==> src/rtl/mcp9808_temp_decoder.sv <==
`default_nettype none
// ============================================================================
// Module      : mcp9808_temp_decoder
// Description : Assembles MCP9808 Ambient Temperature register bytes, splits
//               off alert flags, applies resolution masking and converts the
//               13-bit two's-complement value to sign + 7-digit BCD
//               (xxx.xxxx degC). A one-word pending slot decouples byte
//               reception from the sequential conversion.
// Revision    : 1.0 - initial release
// ============================================================================
module mcp9808_temp_decoder #(
  parameter bit MSB_FIRST = 1'b1,
  parameter bit APPLY_RES = 1'b1
) (
  input  logic        clk,
  input  logic        rst,
  input  logic [7:0]  rx_data,
  input  logic        rx_valid,
  input  logic        rx_first,
  input  logic [1:0]  res_i,
  input  logic        ovr_clr,
  output logic [12:0] temp_raw,
  output logic [2:0]  flags,
  output logic        sign,
  output logic [27:0] bcd,
  output logic        temp_valid,
  output logic        busy,
  output logic        overrun
);

  typedef enum logic [0:0] {A_IDLE = 1'b0, A_SECOND = 1'b1} asm_state_t;
  typedef enum logic [1:0] {C_IDLE = 2'd0, C_LOAD = 2'd1, C_SHIFT = 2'd2, C_DONE = 2'd3} cv_state_t;

  localparam logic [4:0] c_LAST_ITER = 5'd21;

  asm_state_t  r_a_state, w_a_next;
  cv_state_t   r_c_state, w_c_next;
  logic [7:0]  r_first_byte;
  logic        w_word_done;
  logic [15:0] w_word;
  logic        r_slot_full;
  logic [15:0] r_slot_word;
  logic        w_consume;
  logic [15:0] r_cv_word;
  logic [12:0] w_t_masked;
  logic [12:0] w_mag;
  logic [21:0] w_mag22;
  logic [21:0] w_prod;
  logic [12:0] r_t;
  logic [2:0]  r_cv_flags;
  logic [21:0] r_bin;
  logic [27:0] r_bcd_sh;
  logic [27:0] w_bcd_adj;
  logic [27:0] w_bcd_next;
  logic [4:0]  r_iter;
  logic        w_last_iter;
  logic        r_overrun;
  logic [12:0] r_temp_raw;
  logic [2:0]  r_flags;
  logic        r_sign;
  logic [27:0] r_bcd;
  logic        r_temp_valid;

  // Byte order of the assembled register word.
  assign w_word = MSB_FIRST ? {r_first_byte, rx_data} : {rx_data, r_first_byte};

  // Assembler state register.
  always_ff @(posedge clk or posedge rst) begin
    if (rst) r_a_state <= A_IDLE;
    else     r_a_state <= w_a_next;
  end

  // Assembler next state; a new first byte always restarts the pair.
  always_comb begin
    w_a_next    = r_a_state;
    w_word_done = 1'b0;
    case (r_a_state)
      A_IDLE:   if (rx_valid && rx_first) w_a_next = A_SECOND;
      A_SECOND: begin
        if (rx_valid && !rx_first) begin
          w_word_done = 1'b1;
          w_a_next    = A_IDLE;
        end
      end
      default:  w_a_next = A_IDLE;
    endcase
  end

  // Hold the most recent first byte.
  always_ff @(posedge clk or posedge rst) begin
    if (rst)                      r_first_byte <= 8'd0;
    else if (rx_valid && rx_first) r_first_byte <= rx_data;
  end

  // The converter takes the slot when idle or when finishing, so back-to-back
  // words convert at the minimum 24-cycle spacing.
  assign w_consume = r_slot_full && (r_c_state == C_IDLE || r_c_state == C_DONE);

  // Pending slot: a write on the consume edge leaves it full with the new word.
  always_ff @(posedge clk or posedge rst) begin
    if (rst) begin
      r_slot_full <= 1'b0;
      r_slot_word <= 16'd0;
    end else if (w_word_done) begin
      r_slot_full <= 1'b1;
      r_slot_word <= w_word;
    end else if (w_consume) begin
      r_slot_full <= 1'b0;
    end
  end

  // Sticky overrun: only a word lost without being consumed counts; set wins over clear.
  always_ff @(posedge clk or posedge rst) begin
    if (rst)                                      r_overrun <= 1'b0;
    else if (w_word_done && r_slot_full && !w_consume) r_overrun <= 1'b1;
    else if (ovr_clr)                             r_overrun <= 1'b0;
  end

  // Converter state register.
  always_ff @(posedge clk or posedge rst) begin
    if (rst) r_c_state <= C_IDLE;
    else     r_c_state <= w_c_next;
  end

  assign w_last_iter = (r_c_state == C_SHIFT) && (r_iter == c_LAST_ITER);

  // Converter next state.
  always_comb begin
    w_c_next = r_c_state;
    case (r_c_state)
      C_IDLE:  if (r_slot_full) w_c_next = C_LOAD;
      C_LOAD:  w_c_next = C_SHIFT;
      C_SHIFT: if (w_last_iter) w_c_next = C_DONE;
      C_DONE:  w_c_next = r_slot_full ? C_LOAD : C_IDLE;
      default: w_c_next = C_IDLE;
    endcase
  end

  // Resolution mask; clearing LSBs of a two's-complement value truncates toward -inf.
  always_comb begin
    w_t_masked = r_cv_word[12:0];
    if (APPLY_RES) begin
      case (res_i)
        2'd0:    w_t_masked[2:0] = 3'd0;
        2'd1:    w_t_masked[1:0] = 2'd0;
        2'd2:    w_t_masked[0]   = 1'b0;
        default: w_t_masked = r_cv_word[12:0];
      endcase
    end
  end

  // Magnitude (-4096 maps to 4096, still fits 13 unsigned bits) times 625.
  assign w_mag   = w_t_masked[12] ? (~w_t_masked + 13'd1) : w_t_masked;
  assign w_mag22 = {9'd0, w_mag};
  assign w_prod  = (w_mag22 << 9) + (w_mag22 << 6) + (w_mag22 << 5) + (w_mag22 << 4) + w_mag22;

  // Double-dabble add-3 correction per BCD digit.
  for (genvar gi = 0; gi < 7; gi++) begin : g_dabble
    assign w_bcd_adj[4*gi +: 4] = (r_bcd_sh[4*gi +: 4] >= 4'd5) ?
                                  (r_bcd_sh[4*gi +: 4] + 4'd3) : r_bcd_sh[4*gi +: 4];
  end
  assign w_bcd_next = {w_bcd_adj[26:0], r_bin[21]};

  // Conversion datapath: latch word, load product, then one dabble step per clock.
  always_ff @(posedge clk or posedge rst) begin
    if (rst) begin
      r_cv_word  <= 16'd0;
      r_t        <= 13'd0;
      r_cv_flags <= 3'd0;
      r_bin      <= 22'd0;
      r_bcd_sh   <= 28'd0;
      r_iter     <= 5'd0;
    end else begin
      if (w_consume) r_cv_word <= r_slot_word;
      case (r_c_state)
        C_LOAD: begin
          r_t        <= w_t_masked;
          r_cv_flags <= r_cv_word[15:13];
          r_bin      <= w_prod;
          r_bcd_sh   <= 28'd0;
          r_iter     <= 5'd0;
        end
        C_SHIFT: begin
          r_bin    <= {r_bin[20:0], 1'b0};
          r_bcd_sh <= w_bcd_next;
          r_iter   <= r_iter + 5'd1;
        end
        default: ;
      endcase
    end
  end

  // Result registers update together with the final dabble step; valid pulses once.
  always_ff @(posedge clk or posedge rst) begin
    if (rst) begin
      r_temp_raw   <= 13'd0;
      r_flags      <= 3'd0;
      r_sign       <= 1'b0;
      r_bcd        <= 28'd0;
      r_temp_valid <= 1'b0;
    end else begin
      r_temp_valid <= w_last_iter;
      if (w_last_iter) begin
        r_temp_raw <= r_t;
        r_flags    <= r_cv_flags;
        r_sign     <= r_t[12];
        r_bcd      <= w_bcd_next;
      end
    end
  end

  assign temp_raw   = r_temp_raw;
  assign flags      = r_flags;
  assign sign       = r_sign;
  assign bcd        = r_bcd;
  assign temp_valid = r_temp_valid;
  assign overrun    = r_overrun;
  assign busy       = r_slot_full | (r_c_state != C_IDLE);

endmodule
`default_nettype wire

==> config.mk <==
export PLATFORM = sky130hd
export DESIGN_NAME = mcp9808_temp_decoder
export DESIGN_NICKNAME = d
export VERILOG_FILES = /design/src/rtl/mcp9808_temp_decoder.sv
export SDC_FILE = /design/constraint.sdc
export NUM_CORES = 1
export LEC_CHECK = 0
export BUFFER_PORTS_ARGS = -buffer_cell sky130_fd_sc_hd__buf_2
export CORE_MARGIN = 5
export CORE_UTILIZATION = 40
export CTS_CLUSTER_SIZE = 25
export DETAILED_ROUTE_END_ITERATION = 10
export GPL_TIMING_DRIVEN = 0
export SETUP_SLACK_MARGIN = 0.4
export SKIP_LAST_GASP = 1
export SYNTH_ARGS = -nofsm -noshare
export SYNTH_HDL_FRONTEND = slang
export SYNTH_SLANG_ARGS = --single-unit
==> constraint.sdc <==
create_clock -name clk -period 14.1 [get_ports clk]
set_input_delay 2.82 -clock clk [delete_from_list [all_inputs] [get_ports clk]]
set_output_delay 2.82 -clock clk [all_outputs]
set_load 0.02 [all_outputs]
==> results.py, run 1 <==
metrics = {
    "floorplan": {
        "dieArea_um2": 24740,
        "die_y_um": 157.3,
        "io_pins": 63,
        "core_area_um2": 21220,
        "rows": 53,
        "dieWidth_um": 157.3,
        "start_util": 0.4090,
    },
    "clocking": {
        "clk_path_buf_depth": 2,
        "ctsHoldBuffers": 0,
        "clk_latency_ns": 0.42,
        "post-cts-setup-buffers": 0,
        "cts_made_buffers": 17,
        "tritoncts": "built",
        "path_clk_slew_ns": 0.07,
        "cts-root-buf": "clkbuf_16",
        "cts_resized": 0,
        "clock_sinks": 161,
        "htreeDepth": 4,
    },
    "flow_run": {
        "maxCapViolCount": 0,
    },
    "critical_path": {
        "worstPathArrival_ns": 8.27,
        "cp-end-kind": "flip-flop",
        "r2r_cells": 18,
        "worstReg2RegStart": "r_cv_word[0]$_DFFE_PP0P_",
        "crit_type": "in -> reg",
        "cp_max_fo": 7,
        "worstSetupStartpointType": "input port",
        "required_ns": 14.41,
        "r2r_slack_ns": 8.32,
        "r2r-end": "r_bin[19]$_DFFE_PP0P_",
    },
    "sta": {
        "fin_crit_sh": 0.5648,
        "worstMarginPinSlew_ns": 0.9094,
        "finalSetupTns_ns": 0,
        "fin_hold_ws_ns": 0.4623,
        "relSlewSlack": 0.3894,
        "skew_ns": 0.007884,
        "fmax_ghz": 0.1256,
        "layout_min_cycle_time_ns": 7.963,
        "rsz0062_at_grt": "false",
        "timing.final.max_slew_violations": 0,
        "hold_viol": 0,
        "setup_viol": 0,
    },
    "synthesis": {
        "yosysMostFrequentCell": "dfrtp_1",
        "synth.yosys.seq_area_share": 0.4642,
        "synth_top_area_frac": 0.4642,
        "yosys-top-cells-count": "dfrtp_1, nand2_1, o21ai_0",
        "synth_flop_cell": "dfrtp_1",
        "synthesis.area_um2": 8680,
        "async_flop_share": 1.000,
        "ys_ff_latch": 161,
        "yosys.area.top_type": "dfrtp_1",
        "yosysUniqueCellTypes": 55,
        "synth_warnings": 0,
        "syn-num-nets": 916,
        "synth.avg_cell_area_um2": 10.56,
        "postSynthCellCount": 822,
        "synthTopCellsByArea": "dfrtp_1, ha_1, mux2_2",
        "synth_edf_count": 0,
    },
    "drt": {
        "drcViolationCount": 0,
        "drt-total-wl_mm": 18.95,
        "ant_nets": 0,
        "wl_per_cell_um": 15.90,
        "first_pass_iters": 5,
        "vias": 6149,
        "drt-initial-drc-count": 325,
        "routed_via_density": 5.159,
    },
    "finish": {
        "drive_gt1_frac": 0.1908,
        "fillers": 1998,
        "multi_input_comb_area_um2": 4287,
        "areaGrowthSynthToFinish_pct": 15.32,
        "fin_cells": 1192,
        "nets": 998,
        "num_antenna_cells": 0,
        "seq_area_um2": 4029,
    },
    "grt": {
        "grt_overflow_total": 0,
        "grt_max_degree": 109,
        "grt_pass1_vias": 6193,
        "grt_usage": 0.1615,
        "grt_pass1_wl_mm": 32.18,
        "antenna_found_initial": 0,
    },
    "placement": {
        "io_buffers": 62,
        "numPlacedInstances": 1160,
        "hpwl_mm": 13.90,
        "place.gp.congestion": 0.8029,
    },
    "min_path": {
        "whs_path_depth": 2,
        "min-delay-start": "r_t[0]$_DFFE_PP0N_",
        "min_path_type": "reg -> reg",
        "min_to": "temp_raw[0]$_DFFE_PP0P_",
    },
    "status": {
        "status": "complete, no violations",
    },
}
-- cell families (layout without fill, tap and decap cells) --
family,after synthesis,after routing,synth area share
DFF,161,161,0.4642
muxes,74,74,0.09457
adders and majority gates,81,81,0.1335
buffers and inverters,92,187,0.04195
and+or+nand+nor,198,198,0.1041
AOI/OAI and AO/OA,179,179,0.1235
xor gates and xnor gates,37,37,0.03820
-- per-layer routing --
metal | routed length (µm) | part of all wire | global-route usage
met2 | 9032 | 0.48 | 0.2638
met1 | 9111 | 0.48 | 0.2253
met3 | 655 | 0.035 | 0.02969
met5 | 0 | 0 | 0
met4 | 149 | 0.0079 | 0.03687
-- cell type report --
| cell class | count | share of cell area |
|---|---|---|
| sequential | 161 | 0.4025 |
| multi-input combinational | 569 | 0.4282 |
| buffer | 30 | 0.01313 |
| clock buffer | 18 | 0.04387 |
| clock inverter | 14 | 0.02012 |
| tap | 275 | 0.03437 |
| timing repair buffer | 63 | 0.03375 |
| inverter | 62 | 0.02400 |
-- worst max path at each step --
stage          slack, ns               endpoint  startpoint
2_1_floorplan       6.78  r_bin[19]$_DFFE_PP0P_    res_i[0]
3_3_place_gp        4.94    bcd[26]$_DFFE_PP0P_         rst
3_5_place_dp        5.71  r_bin[19]$_DFFE_PP0P_    res_i[1]
4_1_cts             6.16  r_bin[19]$_DFFE_PP0P_    res_i[1]
5_1_grt             5.91  r_bin[19]$_DFFE_PP0P_    res_i[1]
6_report            6.14  r_bin[19]$_DFFE_PP0P_    res_i[1]
-- worst max-delay path, stage by stage --
cell	delay (ns)
buf_2	0.13
and3_1	0.47
inv_1	0.09
ha_1	0.28
a21oi_1	0.55
inv_1	0.23
fa_1	0.53
inv_1	0.06
fa_1	0.53
inv_1	0.04
ha_1	0.19
ha_1	0.20
fa_1	0.43
a211oi_1	0.34
nor2_1	0.13
o41ai_1	0.53
o31ai_1	0.19
xor2_1	0.19
a221o_1	0.34
-- flip-flops by register name, summed over array words and instances, names as in the netlist, 3 cells and up, named ones only --
register,flops
r_cv_flags,3
r_bin,22
r_first_byte,8
r_cv_word,16
r_t,13
r_bcd_sh,28
bcd,28
r_slot_word,16
temp_raw,13
flags,3
r_iter,5
-- metrics by stage --
step	cell area, µm²	setup slack [ns]	util
final	10010	6.137	0.4717
after global placement	9334	4.937	0.4399
after floorplan	8680	6.782	-
after CTS	10010	6.157	0.4717
after global routing	10010	5.909	0.4717
after detailed placement	9369	5.708	0.4415
-- layout by cell type (no fill, tap or decap), types with 3 or more instances in the layout --
cell type	netlist	final
nor2b_1	4	4
a21oi_1	43	43
o21a_1	4	4
xor2_1	11	11
clkbuf_1	19	19
ha_1	59	59
a31oi_1	10	10
nand2_1	114	114
buf_2	0	62
nand3_1	7	7
mux2_2	64	64
fa_1	20	20
a211oi_1	3	3
nor3b_1	7	7
nand2b_1	8	8
nor2_1	29	29
buf_4	3	3
or3b_2	6	6
mux2i_1	10	10
o31ai_1	4	4
inv_6	0	5
a21o_1	5	5
bufinv_16	0	4
o22ai_1	16	16
nor3_1	8	8
o21ai_0	68	68
inv_1	60	59
buf_1	7	7
xnor2_1	25	25
clkbuf_16	0	17
dfrtp_1	161	161
o2bb2ai_1	8	8
a221o_1	4	4
Power of run 1 is not shown: default switching activity piles up to over one toggle a cycle in this logic, so the estimate is an artifact.
==> run 2: changes to the inputs <==
==> constraint.sdc (replaced) <==
create_clock -name clk -period 7.09 [get_ports clk]
set_input_delay 1.418 -clock clk [delete_from_list [all_inputs] [get_ports clk]]
set_output_delay 1.418 -clock clk [all_outputs]
set_load 0.02 [all_outputs]
==> results.py, run 2 (synthesized netlist as in run 1, its figures left out) <==
metrics = {
    "clocking": {
        "path_clk_slew_ns": 0.07,
        "ctsHoldBuffers": 0,
        "cts_made_buffers": 17,
        "clk_path_buf_depth": 2,
        "cts-root-buf": "clkbuf_16",
        "tritoncts": "built",
        "clk_latency_ns": 0.42,
        "htreeDepth": 4,
        "post-cts-setup-buffers": 0,
        "clock_sinks": 161,
    },
    "min_path": {
        "min_path_type": "reg -> reg",
    },
    "drt": {
        "drt-total-wl_mm": 18.97,
        "ant_nets": 0,
        "routed_via_density": 5.164,
        "first_pass_iters": 5,
        "wl_per_cell_um": 15.92,
        "drt-initial-drc-count": 332,
        "drcViolationCount": 0,
        "vias": 6155,
    },
    "floorplan": {
        "die_y_um": 157.3,
        "io_pins": 63,
        "rows": 53,
        "dieArea_um2": 24740,
        "core_area_um2": 21220,
        "dieWidth_um": 157.3,
        "start_util": 0.4090,
    },
    "finish": {
        "nets": 998,
        "layout_commonest_cell": "dfrtp_1",
        "num_antenna_cells": 0,
        "areaGrowthSynthToFinish_pct": 15.37,
        "fin_area_um2": 10010,
        "drive_gt1_frac": 0.1919,
        "final_cell_mix": "dfrtp_1, nand2_1, o21ai_0",
        "final_core_util": 0.4719,
    },
    "critical_path": {
        "worstReg2RegStart": "r_cv_word[0]$_DFFE_PP0P_",
        "crit_type": "in -> reg",
        "crit_top_cell": "inv_1",
        "critPathLaunch": "res_i[1]",
        "crit_slowest_cell": "xnor2_1",
        "slowest_delay_ns": 0.72,
        "r2r_slack_ns": 1.53,
        "worstPathArrival_ns": 6.65,
        "path_delay_family": "adder cells",
        "path_depth": 19,
        "required_ns": 7.39,
        "worstSetupEndpoint": "r_bin[19]$_DFFE_PP0P_",
        "worstSetupStartpointType": "input port",
        "path_buf_inv": 4,
        "r2r-end": "r_bin[19]$_DFFE_PP0P_",
        "crit_chain": "buf_2, and3_1, inv_1, ha_1, nand3b_1, nand2_1, xnor2_1, inv_1, maj3_1, fa_1, fa_1, inv_1, ha_1, o21ai_0, nor2_1, o41ai_1, o31ai_1, xor2_1, a221o_1",
        "cp-end-kind": "flip-flop",
        "r2r_cells": 18,
        "cp_max_fo": 8,
    },
    "placement": {
        "placed_area_um2": 9369,
        "io_buffers": 62,
        "hpwl_mm": 13.90,
        "place.gp.congestion": 0.8029,
    },
    "sta": {
        "relSlewSlack": 0.3868,
        "setup_viol": 0,
        "layout_min_cycle_time_ns": 6.341,
        "worstMarginPinSlew_ns": 0.9133,
        "rsz0062_at_grt": "false",
        "skew_ns": 0.007841,
        "fin_crit_sh": 0.8943,
        "timing.final.max_slew_violations": 0,
        "hold_viol": 0,
        "fmax_ghz": 0.1577,
    },
    "grt": {
        "grt_overflow_total": 0,
        "antenna_found_initial": 0,
        "grt_pass1_vias": 6193,
        "grt_usage": 0.1615,
        "grt_max_degree": 109,
        "grt_pass1_wl_mm": 32.18,
    },
    "flow_run": {
        "maxCapViolCount": 0,
    },
    "status": {
        "status": "complete, no violations",
    },
}
## run 2: what timing repair did
action / in CTS / in global routing
endpoints found under the hold margin: 0 / 0
resized for setup: 0 / 1
endpoints found under the setup margin: 0 / 1
## run 2: cell type report
type	count	area, µm²
inverter	62	240.2
sequential	161	4029
clock inverter	14	201.4
multi-input combinational	569	4290
buffer	30	131.4
timing repair buffer	63	337.8
tap	275	344.1
fill	1997	11210
clock buffer	18	439.2
## run 2: worst min-delay path by stage
| stage | from | end | slack [ns] | cells past startpoint |
|---|---|---|---|---|
| 2_1_floorplan | r_cv_flags[0]$_DFFE_PP0N_ | flags[0]$_DFFE_PP0P_ | 0.43 | 2 |
| 5_1_grt | r_t[10]$_DFFE_PP0N_ | temp_raw[10]$_DFFE_PP0P_ | 0.48 | 2 |
| 3_3_place_gp | r_t[12]$_DFFE_PP0N_ | temp_raw[12]$_DFFE_PP0P_ | 0.45 | 2 |
| 4_1_cts | r_t[10]$_DFFE_PP0N_ | temp_raw[10]$_DFFE_PP0P_ | 0.47 | 2 |
| 3_5_place_dp | r_t[10]$_DFFE_PP0N_ | temp_raw[10]$_DFFE_PP0P_ | 0.45 | 2 |
| 6_report | r_t[0]$_DFFE_PP0N_ | temp_raw[0]$_DFFE_PP0P_ | 0.46 | 2 |
## run 2: routing by layer
layer,track usage,vias up,share of wire
li1,-,2999,-
met1,0.2253,3042,0.48
met2,0.2638,100,0.48
met3,0.02969,14,0.036
met4,0.03687,0,0.0074
met5,0,-,0
## run 2: worst reg2reg max path: stages (launching register included)
cell and delay, ns:
dfrtp_1 0.36, and3_1 0.49, inv_1 0.09, ha_1 0.23, nand3b_1 0.09, nand2_1 0.07, xnor2_1 0.72, inv_1 0.19
maj3_1 0.42, fa_1 0.47, fa_1 0.51, inv_1 0.04, ha_1 0.33, o21ai_0 0.12, nor2_1 0.10, o41ai_1 0.53
o31ai_1 0.19, xor2_1 0.19, a221o_1 0.34
## run 2: per-stage QoR
step / hold WS (ns) / std cells / setup TNS, ns / worst slack (ns)
2_1_floorplan: 0.4348 / 822 / 0 / 1.174
3_3_place_gp: 0.4472 / 1159 / -106.84 / -0.6712
3_5_place_dp: 0.4549 / 1160 / 0 / 0.09977
4_1_cts: 0.4666 / 1192 / 0 / 0.5494
5_1_grt: 0.4839 / 1192 / 0 / 0.4427
6_report: 0.4623 / 1192 / 0 / 0.7493
Power of run 2 is left out for the same reason.
==> run 3: changes to the inputs <==
--- a/config.mk
+++ b/config.mk
@@ -11,6 +11,7 @@
 export CTS_CLUSTER_SIZE = 25
 export DETAILED_ROUTE_END_ITERATION = 10
 export GPL_TIMING_DRIVEN = 0
+export RECOVER_POWER = 50
 export SETUP_SLACK_MARGIN = 0.4
 export SKIP_LAST_GASP = 1
 export SYNTH_ARGS = -nofsm -noshare
==> results.py, run 3 (synthesized netlist as in run 1, its figures left out) <==
metrics = {
    "floorplan": {
        "rows": 53,
        "core_area_um2": 21220,
        "dieArea_um2": 24740,
        "io_pins": 63,
        "die_y_um": 157.3,
        "dieWidth_um": 157.3,
        "start_util": 0.4090,
    },
    "sta": {
        "timing.final.max_slew_violations": 164,
        "hold_viol": 0,
        "fmax_ghz": 0.1584,
        "layout_min_cycle_time_ns": 6.312,
        "layout_setup_ws_ns": 0.7779,
        "rsz0062_at_grt": "false",
        "relSlewSlack": -0.7455,
        "skew_ns": 0.007887,
        "fin_crit_sh": 0.8903,
        "worstMarginPinSlew_ns": 2.618,
        "setup_viol": 0,
    },
    "min_path": {
        "min_path_type": "reg -> reg",
    },
    "finish": {
        "final_cell_mix": "dfrtp_1, nand2_1, o21ai_0",
        "nets": 998,
        "fin_cells": 1192,
        "fillers": 2007,
        "final_core_util": 0.4699,
        "fin_area_um2": 9972,
        "layout_commonest_cell": "dfrtp_1",
        "drive_gt1_frac": 0.1876,
        "multi_input_comb_area_um2": 4290,
        "num_antenna_cells": 0,
        "areaGrowthSynthToFinish_pct": 14.89,
        "seq_area_um2": 4029,
    },
    "flow_run": {
        "maxCapViolCount": 2,
    },
    "placement": {
        "io_buffers": 62,
        "hpwl_mm": 13.90,
        "placed_area_um2": 9369,
        "pre_cts_ws_ns": 0.09977,
        "numPlacedInstances": 1160,
        "place.gp.congestion": 0.8029,
    },
    "clocking": {
        "clk_latency_ns": 0.42,
        "htreeDepth": 4,
        "cts-root-buf": "clkbuf_16",
        "clock_sinks": 161,
        "path_clk_slew_ns": 0.07,
        "post-cts-setup-buffers": 0,
        "cts_made_buffers": 17,
        "tritoncts": "built",
        "clk_path_buf_depth": 2,
    },
    "critical_path": {
        "crit_type": "in -> reg",
        "cp_max_fo": 8,
        "worstPathArrival_ns": 6.62,
        "worstSetupStartpointType": "input port",
        "required_ns": 7.39,
        "cp-end-kind": "flip-flop",
    },
    "drt": {
        "drcViolationCount": 0,
        "drt-total-wl_mm": 18.91,
        "ant_nets": 0,
        "drt-initial-drc-count": 306,
        "first_pass_iters": 5,
        "wl_per_cell_um": 15.86,
        "routed_via_density": 5.153,
        "vias": 6142,
    },
    "grt": {
        "grt_overflow_total": 0,
        "grt_max_degree": 109,
        "grt_usage": 0.1615,
        "grt_pass1_vias": 6193,
        "grt_pass1_wl_mm": 32.18,
        "antenna_found_initial": 0,
    },
    "status": {
        "violations": "capacitance limit, slew limit",
        "status": "finished, violations left",
    },
}
-- run 3: per-stage QoR --
step                setup TNS, ns  hold WS, ns
finish                          0       0.4629
global route                    0       0.4839
CTS                             0       0.4666
detailed placement              0       0.4549
global placement          -106.84       0.4472
floorplan                       0       0.4348
-- run 3: per-layer routing --
layer	vias to the layer above	track usage	routed length, µm
met5	-	0	0
met4	0	0.03687	132
met3	9	0.02969	612
met2	93	0.2638	9043
met1	3037	0.2253	9120
li1	3003	-	-
-- run 3: worst paths after layout --
check / from / to / slack [ns] / depth (start not counted)
setup / recovery: res_i[1] / r_bin[19]$_DFFE_PP0P_ / 0.78 / 19
hold / removal: r_t[0]$_DFFE_PP0N_ / temp_raw[0]$_DFFE_PP0P_ / 0.46 / 2
setup reg to reg: r_cv_word[0]$_DFFE_PP0P_ / r_bin[19]$_DFFE_PP0P_ / 1.56 / 18
hold reg to reg: r_t[0]$_DFFE_PP0N_ / temp_raw[0]$_DFFE_PP0P_ / 0.46 / 2
max in group asynchronous: rst / r_cv_word[12]$_DFFE_PP0P_ / 2.09 / 3
min in group asynchronous: rst / bcd[6]$_DFFE_PP0P_ / 1.64 / 2
-- run 3: repair_timing --
| action | CTS | global route |
|---|---|---|
| hold buffers | 0 | 0 |
| endpoints found under the hold margin | 0 | 0 |
| endpoints found under the setup margin | 0 | 1 |
| resized for setup | 0 | 1 |
-- run 3: final cells by class --
class,instances,share of cell area
Tap cell,275,0.03450
Clock inverter,14,0.02020
Multi-Input combinational cell,569,0.4302
Timing Repair Buffer,63,0.03149
Clock buffer,18,0.04404
Buffer,30,0.01205
Sequential cell,161,0.4040
Inverter,62,0.02346
-- run 3: critical path, cell delays in order --
cell	delay, ns
buf_2	0.13
and3_1	0.48
inv_1	0.09
ha_1	0.22
nand3b_1	0.08
nand2_1	0.07
xnor2_1	0.71
inv_1	0.18
maj3_1	0.42
fa_1	0.47
fa_1	0.51
inv_1	0.04
ha_1	0.33
o21ai_0	0.11
nor2_1	0.10
o41ai_1	0.53
o31ai_1	0.19
xor2_1	0.19
a221o_1	0.33
Power of run 3 is left out for the same reason.
